File: config.mk
export PLATFORM = sky130hd
export DESIGN_NAME = b10_field_extender_flat
export DESIGN_NICKNAME = d
export VERILOG_FILES = /design/src/rtl/b10_field_extender_pkg.sv /design/src/rtl/b10_field_extender_if.sv /design/src/rtl/b10_digit_checker.sv /design/src/rtl/b10_field_extender.sv /design/src/flat_wrapper.sv
export SDC_FILE = /design/constraint.sdc
export NUM_CORES = 1
export LEC_CHECK = 0
export ABC_AREA = 1
export ABC_CLOCK_PERIOD_IN_PS = 1700
export BUFFER_PORTS_ARGS = -buffer_cell sky130_fd_sc_hd__clkbuf_2
export CAP_MARGIN = 20
export CORE_AREA = 8 8 75 77
export DETAILED_ROUTE_END_ITERATION = 10
export DIE_AREA = 0 0 83 85
export PLACE_DENSITY = 0.48
export SETUP_SLACK_MARGIN = 0.02
export SKIP_CTS_REPAIR_TIMING = 1
export SYNTH_ARGS = -nofsm -noshare
export SYNTH_HDL_FRONTEND = slang
export SYNTH_HIERARCHICAL = 1
export SYNTH_SLANG_ARGS = --single-unit
File: constraint.sdc
create_clock -name clock -period 1.7 [get_ports clock]
set_input_delay 0.17 -clock clock [delete_from_list [all_inputs] [get_ports clock]]
set_output_delay 0.17 -clock clock [all_outputs]
set_load 0.005 [all_outputs]
File: src/rtl/b10_field_extender_pkg.sv
// BCD constants and FSM encoding shared by the
// ten's-complement field extender.
package b10_field_extender_pkg;

  localparam logic [3:0] BCD_NINE = 4'b1001;
  localparam logic [3:0] BCD_ZERO = 4'b0000;
  localparam logic [3:0] BCD_HALF = 4'b0101;

  typedef enum logic {
    IDLE = 1'b0,
    SEND = 1'b1
  } state_e;

endpackage

File: src/rtl/b10_field_extender_if.sv
// Parallel-in / serial-out handshake bundle
// of the BCD field extender.
interface b10_field_extender_if #(
  parameter int N_IN = 4
);

  logic [4*N_IN-1:0] in_digits;
  logic              in_valid;
  logic              in_ready;
  logic [3:0]        out_digit;
  logic              out_valid;
  logic              out_ready;
  logic              out_last;
  logic              out_neg;
  logic              err;

  modport master (
    output in_digits, in_valid, out_ready,
    input  in_ready, out_digit, out_valid,
    input  out_last, out_neg, err
  );

  modport slave (
    input  in_digits, in_valid, out_ready,
    output in_ready, out_digit, out_valid,
    output out_last, out_neg, err
  );

endinterface

File: src/rtl/b10_digit_checker.sv
// Per-digit classifier: sign half and
// non-BCD detection.
module b10_digit_checker
  import b10_field_extender_pkg::*;
(
  input  logic [3:0] digit,
  output logic       ge5,
  output logic       bad
);

  assign ge5 = (digit >= BCD_HALF);
  assign bad = (digit > BCD_NINE);

endmodule

File: src/rtl/b10_field_extender.sv
// Sign-extends an N_IN-digit ten's-complement
// BCD word to N_OUT digits, emitted LSD first.
module b10_field_extender
  import b10_field_extender_pkg::*;
#(
  parameter int N_IN  = 4,
  parameter int N_OUT = 8
) (
  input logic                 clock,
  input logic                 reset_,
  b10_field_extender_if.slave bus
);

  localparam int CW = (N_OUT > 1) ? $clog2(N_OUT) : 1;
  localparam logic [CW-1:0] LAST = CW'(N_OUT - 1);

  logic [N_IN-1:0] ge5;
  logic [N_IN-1:0] bad;

  for (genvar k = 0; k < N_IN; k++) begin : g_chk
    b10_digit_checker u_chk (
      .digit (bus.in_digits[4*k +: 4]),
      .ge5   (ge5[k]),
      .bad   (bad[k])
    );
  end

  state_e            state_q, state_d;
  logic [CW-1:0]     cnt_q, cnt_d;
  logic [4*N_IN-1:0] word_q, word_d;
  logic              neg_q, neg_d;
  logic              err_q, err_d;
  logic              in_ready_q, in_ready_d;
  logic              out_valid_q, out_valid_d;
  logic [3:0]        out_digit_q, out_digit_d;
  logic              out_last_q, out_last_d;

  logic [3:0]         pad;
  logic [CW-1:0]      cnt_nxt;
  logic [4*N_OUT-1:0] ext;
  logic [4*N_OUT-1:0] ext_sh;

  // Full-width extended word, so the next digit is a plain shift.
  always_comb begin
    pad     = neg_q ? BCD_NINE : BCD_ZERO;
    ext     = {N_OUT{pad}};
    ext[4*N_IN-1:0] = word_q;
    cnt_nxt = cnt_q + CW'(1);
    ext_sh  = ext >> {cnt_nxt, 2'b00};
  end

  always_comb begin
    state_d     = state_q;
    cnt_d       = cnt_q;
    word_d      = word_q;
    neg_d       = neg_q;
    err_d       = err_q;
    in_ready_d  = in_ready_q;
    out_valid_d = out_valid_q;
    out_digit_d = out_digit_q;
    out_last_d  = out_last_q;
    unique case (state_q)
      IDLE: begin
        if (bus.in_valid) begin
          state_d     = SEND;
          cnt_d       = '0;
          word_d      = bus.in_digits;
          neg_d       = ge5[N_IN-1];
          err_d       = err_q | (|bad);
          in_ready_d  = 1'b0;
          out_valid_d = 1'b1;
          out_digit_d = bus.in_digits[3:0];
          out_last_d  = (N_OUT == 1);
        end
      end
      SEND: begin
        if (bus.out_ready) begin
          if (out_last_q) begin
            state_d     = IDLE;
            in_ready_d  = 1'b1;
            out_valid_d = 1'b0;
            out_last_d  = 1'b0;
          end else begin
            cnt_d       = cnt_nxt;
            out_digit_d = ext_sh[3:0];
            out_last_d  = (cnt_nxt == LAST);
          end
        end
      end
      default: state_d = IDLE;
    endcase
  end

  always_ff @(posedge clock) begin
    if (!reset_) begin
      state_q     <= IDLE;
      cnt_q       <= '0;
      word_q      <= '0;
      neg_q       <= 1'b0;
      err_q       <= 1'b0;
      in_ready_q  <= 1'b1;
      out_valid_q <= 1'b0;
      out_digit_q <= '0;
      out_last_q  <= 1'b0;
    end else begin
      state_q     <= state_d;
      cnt_q       <= cnt_d;
      word_q      <= word_d;
      neg_q       <= neg_d;
      err_q       <= err_d;
      in_ready_q  <= in_ready_d;
      out_valid_q <= out_valid_d;
      out_digit_q <= out_digit_d;
      out_last_q  <= out_last_d;
    end
  end

  assign bus.in_ready  = in_ready_q;
  assign bus.out_valid = out_valid_q;
  assign bus.out_digit = out_digit_q;
  assign bus.out_last  = out_last_q;
  assign bus.out_neg   = neg_q;
  assign bus.err       = err_q;

endmodule

File: src/flat_wrapper.sv
// flat-port wrapper written by rule: the top's interface ports become plain ports
module b10_field_extender_flat import b10_field_extender_pkg::*;
#(
  parameter int N_IN  = 4,
  parameter int N_OUT = 8
)
  (clock, reset_, bus_in_digits, bus_in_valid, bus_out_ready, bus_in_ready, bus_out_digit, bus_out_valid, bus_out_last, bus_out_neg, bus_err);
  b10_field_extender_if #(.N_IN(N_IN)) bus_i ();
  input logic clock;
  input logic reset_;
  input wire logic [$bits(bus_i.in_digits)-1:0] bus_in_digits;
  input wire logic [$bits(bus_i.in_valid)-1:0] bus_in_valid;
  input wire logic [$bits(bus_i.out_ready)-1:0] bus_out_ready;
  output wire logic [$bits(bus_i.in_ready)-1:0] bus_in_ready;
  output wire logic [$bits(bus_i.out_digit)-1:0] bus_out_digit;
  output wire logic [$bits(bus_i.out_valid)-1:0] bus_out_valid;
  output wire logic [$bits(bus_i.out_last)-1:0] bus_out_last;
  output wire logic [$bits(bus_i.out_neg)-1:0] bus_out_neg;
  output wire logic [$bits(bus_i.err)-1:0] bus_err;
  assign bus_i.in_digits = bus_in_digits;
  assign bus_i.in_valid = bus_in_valid;
  assign bus_i.out_ready = bus_out_ready;
  assign bus_in_ready = bus_i.in_ready;
  assign bus_out_digit = bus_i.out_digit;
  assign bus_out_valid = bus_i.out_valid;
  assign bus_out_last = bus_i.out_last;
  assign bus_out_neg = bus_i.out_neg;
  assign bus_err = bus_i.err;
  b10_field_extender #(.N_IN(N_IN), .N_OUT(N_OUT)) u_core (.clock(clock), .reset_(reset_), .bus(bus_i));
endmodule
==> results of run 1 <==
## power by group through the flow
stage               logic [mW]  registers [mW]  clock network, mW
floorplan                0.186           0.773                  0
global placement         0.278           0.777                  0
detailed placement       0.275           0.778                  0
CTS                      0.277           0.763              0.551
global route             0.314           0.770              0.585
finish                   0.274           0.763              0.535
## metrics by stage
stage	instance area, um2	worst slack, ns	util, %	hold WS [ns]
finish	1630	0.286	35.9	0.168
global route	1630	0.0947	35.9	0.176
CTS	1630	0.206	35.9	0.166
detailed placement	1550	0.232	34.1	0.455
global placement	1550	0.274	34.1	0.449
floorplan	1370	0.350	-	0.308
## cell type report
cell class,count,area (um2)
tap,54,67.6
clock buffer,8,80.1
multi-input combinational,129,617
sequential,29,582
fill,511,2910
inverter,32,120
timing repair buffer,31,163
## worst max-delay path: stages, from the launching register on
cell      delay [ns]
dfxtp_2         0.38
clkinv_1        0.10
ha_1            0.37
inv_1           0.17
nand3_1         0.09
nand2_1         0.07
nand2_1         0.04
a21oi_1         0.13
## registers in the layout, indices dropped and copies added, names as in the netlist
signal,count
u_core/bus.err,1
u_core/bus.in_ready,1
u_core/bus.out_digit,4
u_core/bus.out_last,1
u_core/bus.out_neg,1
u_core/bus.out_valid,1
u_core/cnt_q,3
u_core/state_q,1
u_core/word_q,16
## metal layers
layer	global-route usage [%]	up-vias
met4	5.59	0
met5	0	-
li1	-	690
met1	12.8	564
met3	3.26	4
met2	15.8	23
## path summary, 6_finish.rpt
path / end / slack, ns / cells past startpoint
worst max-delay path: u_core/bus.out_digit[3] / 0.29 / 7
worst min-delay path: u_core/word_q[6] / 0.17 / 3
worst max register to register: u_core/bus.out_digit[3] / 0.29 / 7
worst min register to register: u_core/word_q[11] / 0.46 / 2
==> results by group, run 1 <==
GRT
  • Number of global-route vias before repair: 1293
  • Largest net degree at the start of global routing: 31
  • Total grt overflow: 0
  • Global-route wire length before repair: 6000 um
  • Initial antenna violation count: 0
  • GRT Overall Usage: 10.4%

Logic synthesis
  • Syn nets: 219
  • Ys Warns: 6
  • Mapped Cells: 197
  • Avg Cell Area, Syn: 6.97 um2
  • Synthesized cell area: 1370 um2

Critical path
  • Worst Path Required: 1.91 ns
  • WS Path Type: flop to flop
  • Crit path DAT: 1.62 ns
  • Worst setup EP type: flop
  • Critical Path Start: u_core/cnt_q[0]
  • Reg2reg start: u_core/cnt_q[0]
  • CP Max Fanout: 7
  • Worst setup SP type: flop

Routing
  • Total number of vias: 1281
  • DRT iter0 DRCs: 84
  • Highest routing layer actually used: met4
  • DRT antenna net count: 0
  • Post-DR wirelength/cell: 12.6 um
  • Met1 WL: 1760 um
  • Vias per inst: 4.53
  • WL final: 3570 um
  • Met3 wire length: 158 um
  • DRC viols: 0
  • Pre-antenna DRT Iters: 4
  • WL met2: 1600 um

CTS
  • CTS tree: done
  • H-tree lvl count: 2
  • Clk sinks: 29
  • Max Root-Sink Buffers: 2
  • Reg clk slew, reported paths: 0.06 ns
  • Root buffer cell: clkbuf_8
  • Clk_lat worst skew: 0.28 ns
  • CTS buffer count: 5

Finish
  • Antenna cells: 0
  • Most common cell after layout, fill and taps aside: nand2_1
  • Most frequent cells in the layout: nand2_1, inv_1, clkbuf_2, dfxtp_1, a21oi_1
  • Cell Count, Final, Fillers Out: 283
  • Area Growth Syn to Fin: 18.7%
  • Final nets: 250
  • Share of cells above drive strength 1: 19.2%

Hold path
  • Hold crit path type: input pin to flop
  • HP Start: bus_in_digits[6]

Placed design
  • IO buf count: 28
  • Post-DP HPWL: 2690 um
  • GPL Wtd Cong: 0.797
  • Cell Count Post-Placement: 275

Power
  • Clock share of power: 34.0%
  • Logic gate share of total power: 17.4%
  • Sequential cell fraction of total power: 48.6%
  • Leakage power: 0.793 nW
  • Pwr Total: 1.57 mW
  • VDD IR max: 0.000508 V
  • PwrDens: 965 nW/um2
  • Sw frac: 28.1%
  • Net Sw Power: 441 uW
  • Internal power: 1.13 mW

Outcome
  • Status: finished clean

Flow run
  • # Max-Cap Violations: 0

Floorplanning
  • Die Area: 7060 um2
  • Die Wd: 83 um
  • Die height: 85 um
  • # rows: 25
  • Core area: 4540 um2
  • I/O Pins: 29
  • Starting Density: 30.3%

Timing
  • Final worst-path cycle share: 83.2%
  • Clock skew: 0.00536 ns
  • Worst-Margin Slew: 0.452 ns
  • Unrepaired setup endpoints after global routing: false
  • Maximum clock frequency: 707 MHz
  • Hold Vio Cnt, Final: 0
  • Total negative slack: 0 ns
  • Relative slew slack: 69.9%
  • Final setup vio count: 0
  • Final min period: 1.41 ns
  • Max Slew Vio Count: 0
(Power assumes the default switching activity.)
==> inputs of run 2 (changes only) <==
- ABC_AREA: 1 -> 0
- ABC_CLOCK_PERIOD_IN_PS: 1700 -> 1100
- CORE_AREA: 8 8 75 77 -> 8 8 74 76
- DIE_AREA: 0 0 83 85 -> 0 0 82 84
- PLACE_DENSITY: 0.48 -> 0.51
- clock period: 1.7 -> 1.1 ns (I/O delays scaled with it)
==> results by group, run 2 <==
Outcome
  • Status: finished with violations
  • Failing checks: negative setup slack

Placed design
  • IO buf count: 28
  • Post-DP HPWL: 2780 um
  • GPL Wtd Cong: 0.725
  • Placed Instance Area: 1680 um2

Critical path
  • CP Max Fanout: 4
  • Critical path endpoint: u_core/bus.out_digit[1]
  • Crit path DAT: 1.61 ns
  • Worst Path Required: 1.26 ns
  • Reg2Reg Setup Slack: -0.34 ns
  • FF-to-FF End: u_core/bus.out_digit[1]
  • Reg2Reg Depth: 5
  • WS Path Type: flop to flop
  • Worst setup EP type: flop
  • Reg2reg start: u_core/cnt_q[0]
  • Worst setup SP type: flop
  • Critical Path Start: u_core/cnt_q[0]

GRT
  • Total grt overflow: 0
  • GRT met2 Usage: 16.9%
  • Met1 usage: 12.7%
  • Initial antenna violation count: 0
  • Global-route wire length before repair: 5870 um
  • Busiest grt layer: met2
  • Number of global-route vias before repair: 1247
  • GRT Overall Usage: 10.8%
  • Largest net degree at the start of global routing: 21
  • GR Util met3: 4.63%

Power
  • VDD IR max: 0.000578 V
  • Pwr Total: 2.51 mW
  • Leakage power: 0.779 nW
  • PwrDens: 1360 nW/um2

CTS
  • CTS tree: done
  • Clk sinks: 29
  • CTS buffer count: 5
  • Reg clk slew, reported paths: 0.06 ns
  • H-tree lvl count: 2
  • Max Root-Sink Buffers: 2
  • Root buffer cell: clkbuf_8
  • Clk_lat worst skew: 0.28 ns

Routing
  • Pre-antenna DRT Iters: 4
  • Total number of vias: 1240
  • DRT iter0 DRCs: 48
  • WL final: 3610 um
  • Vias per inst: 5.00
  • Post-DR wirelength/cell: 14.6 um
  • DRT antenna net count: 0
  • DRC viols: 0

Flow run
  • # Max-Cap Violations: 0

Logic synthesis
  • Ys Warns: 6
  • Syn nets: 171
  • Avg Cell Area, Syn: 9.02 um2
  • Synthesized cell area: 1340 um2
  • Mapped Cells: 149

Floorplanning
  • Die Area: 6890 um2
  • # rows: 24
  • I/O Pins: 29
  • Die Wd: 82 um
  • Starting Density: 31.5%
  • Die height: 84 um
  • Core area: 4260 um2

Finish
  • Area Growth Syn to Fin: 37.2%
  • Layout Cell Area excl Fill: 1840 um2
  • Antenna cells: 0
  • Largest register FFs: 16
  • Filler instances: 428
  • Top reg by flops: u_core/word_q
  • Final nets: 217
  • Most frequent cells in the layout: nand2_1, clkbuf_2, dfxtp_1, a21boi_1, buf_4
  • Share of cells above drive strength 1: 37.2%
  • Most common cell after layout, fill and taps aside: nand2_1

Hold path
  • HP Start: bus_in_digits[4]
  • Hold crit path type: input pin to flop

Timing
  • Relative slew slack: 75.7%
  • Final worst-path cycle share: 131%
  • Unrepaired setup endpoints after global routing: true
  • Final min period: 1.44 ns
  • Final setup vio count: 6
  • Setup ws final: -0.344 ns
  • Maximum clock frequency: 693 MHz
  • Hold Vio Cnt, Final: 0
  • Worst-Margin Slew: 0.362 ns
  • Clock skew: 0.00628 ns
  • WHS: 0.0468 ns
  • Max Slew Vio Count: 0
  • Total negative slack: -1.44 ns
run 2: cell types whose count changed in the layout (fill, tap and decap cells not counted), sizes merged, moves of 6 or more:
cell,change
inv,-29
a21oi,-25
o21ai,-23
a21boi,+20
buf,+17
nor2,-15
nand2,-7
o21a,+6
run 2: area by class of cell:
class                   instances  area (um2)  share of cell area (%)
flip-flops and latches         29         586                    31.8
clock inverters                 1        5.00                   0.272
well taps                      52        65.1                    3.53
repair buffers                 49         318                    17.2
clock buffers                   7        96.3                    5.23
multi-input cells             108         763                    41.4
inverters                       2        10.0                   0.543
run 2: layer usage:
metal  part of all wire (%)  vias up
li1                       -      613
met1                     46      584
met2                     46       38
met3                    6.7        5
met4                    1.4        0
met5                      0        -
run 2: critical path, stage by stage (launching register included):
cell and delay, ns:
dfxtp_4 0.35, inv_4 0.04, ha_4 0.29, mux4_2 0.50, nand3_1 0.10, a21oi_1 0.06
run 2: worst min-delay path by stage:
stage               cells past startpoint  slack, ns                 to
finish                                  3       0.05   u_core/word_q[4]
global route                            3       0.05   u_core/word_q[4]
CTS                                     3       0.05   u_core/word_q[4]
detailed placement                      3       0.35   u_core/word_q[4]
global placement                        3       0.34   u_core/word_q[4]
floorplan                               2       0.24  u_core/word_q[11]
run 2: metrics by stage:
step | util [%] | std cells | setup WS [ns]
floorplan | - | 149 | -0.361
global placement | 39.3 | 239 | -0.330
detailed placement | 39.3 | 239 | -0.349
CTS | 41.7 | 247 | -0.351
global route | 43.2 | 248 | -0.400
finish | 43.2 | 248 | -0.344
run 2: power breakdown:
group	switching [mW]	total (mW)	leakage, nW	internal [mW]
Clock	0.408	0.972	0.0542	0.564
Combinational	0.182	0.382	0.486	0.200
Sequential	0.0411	1.16	0.239	1.11
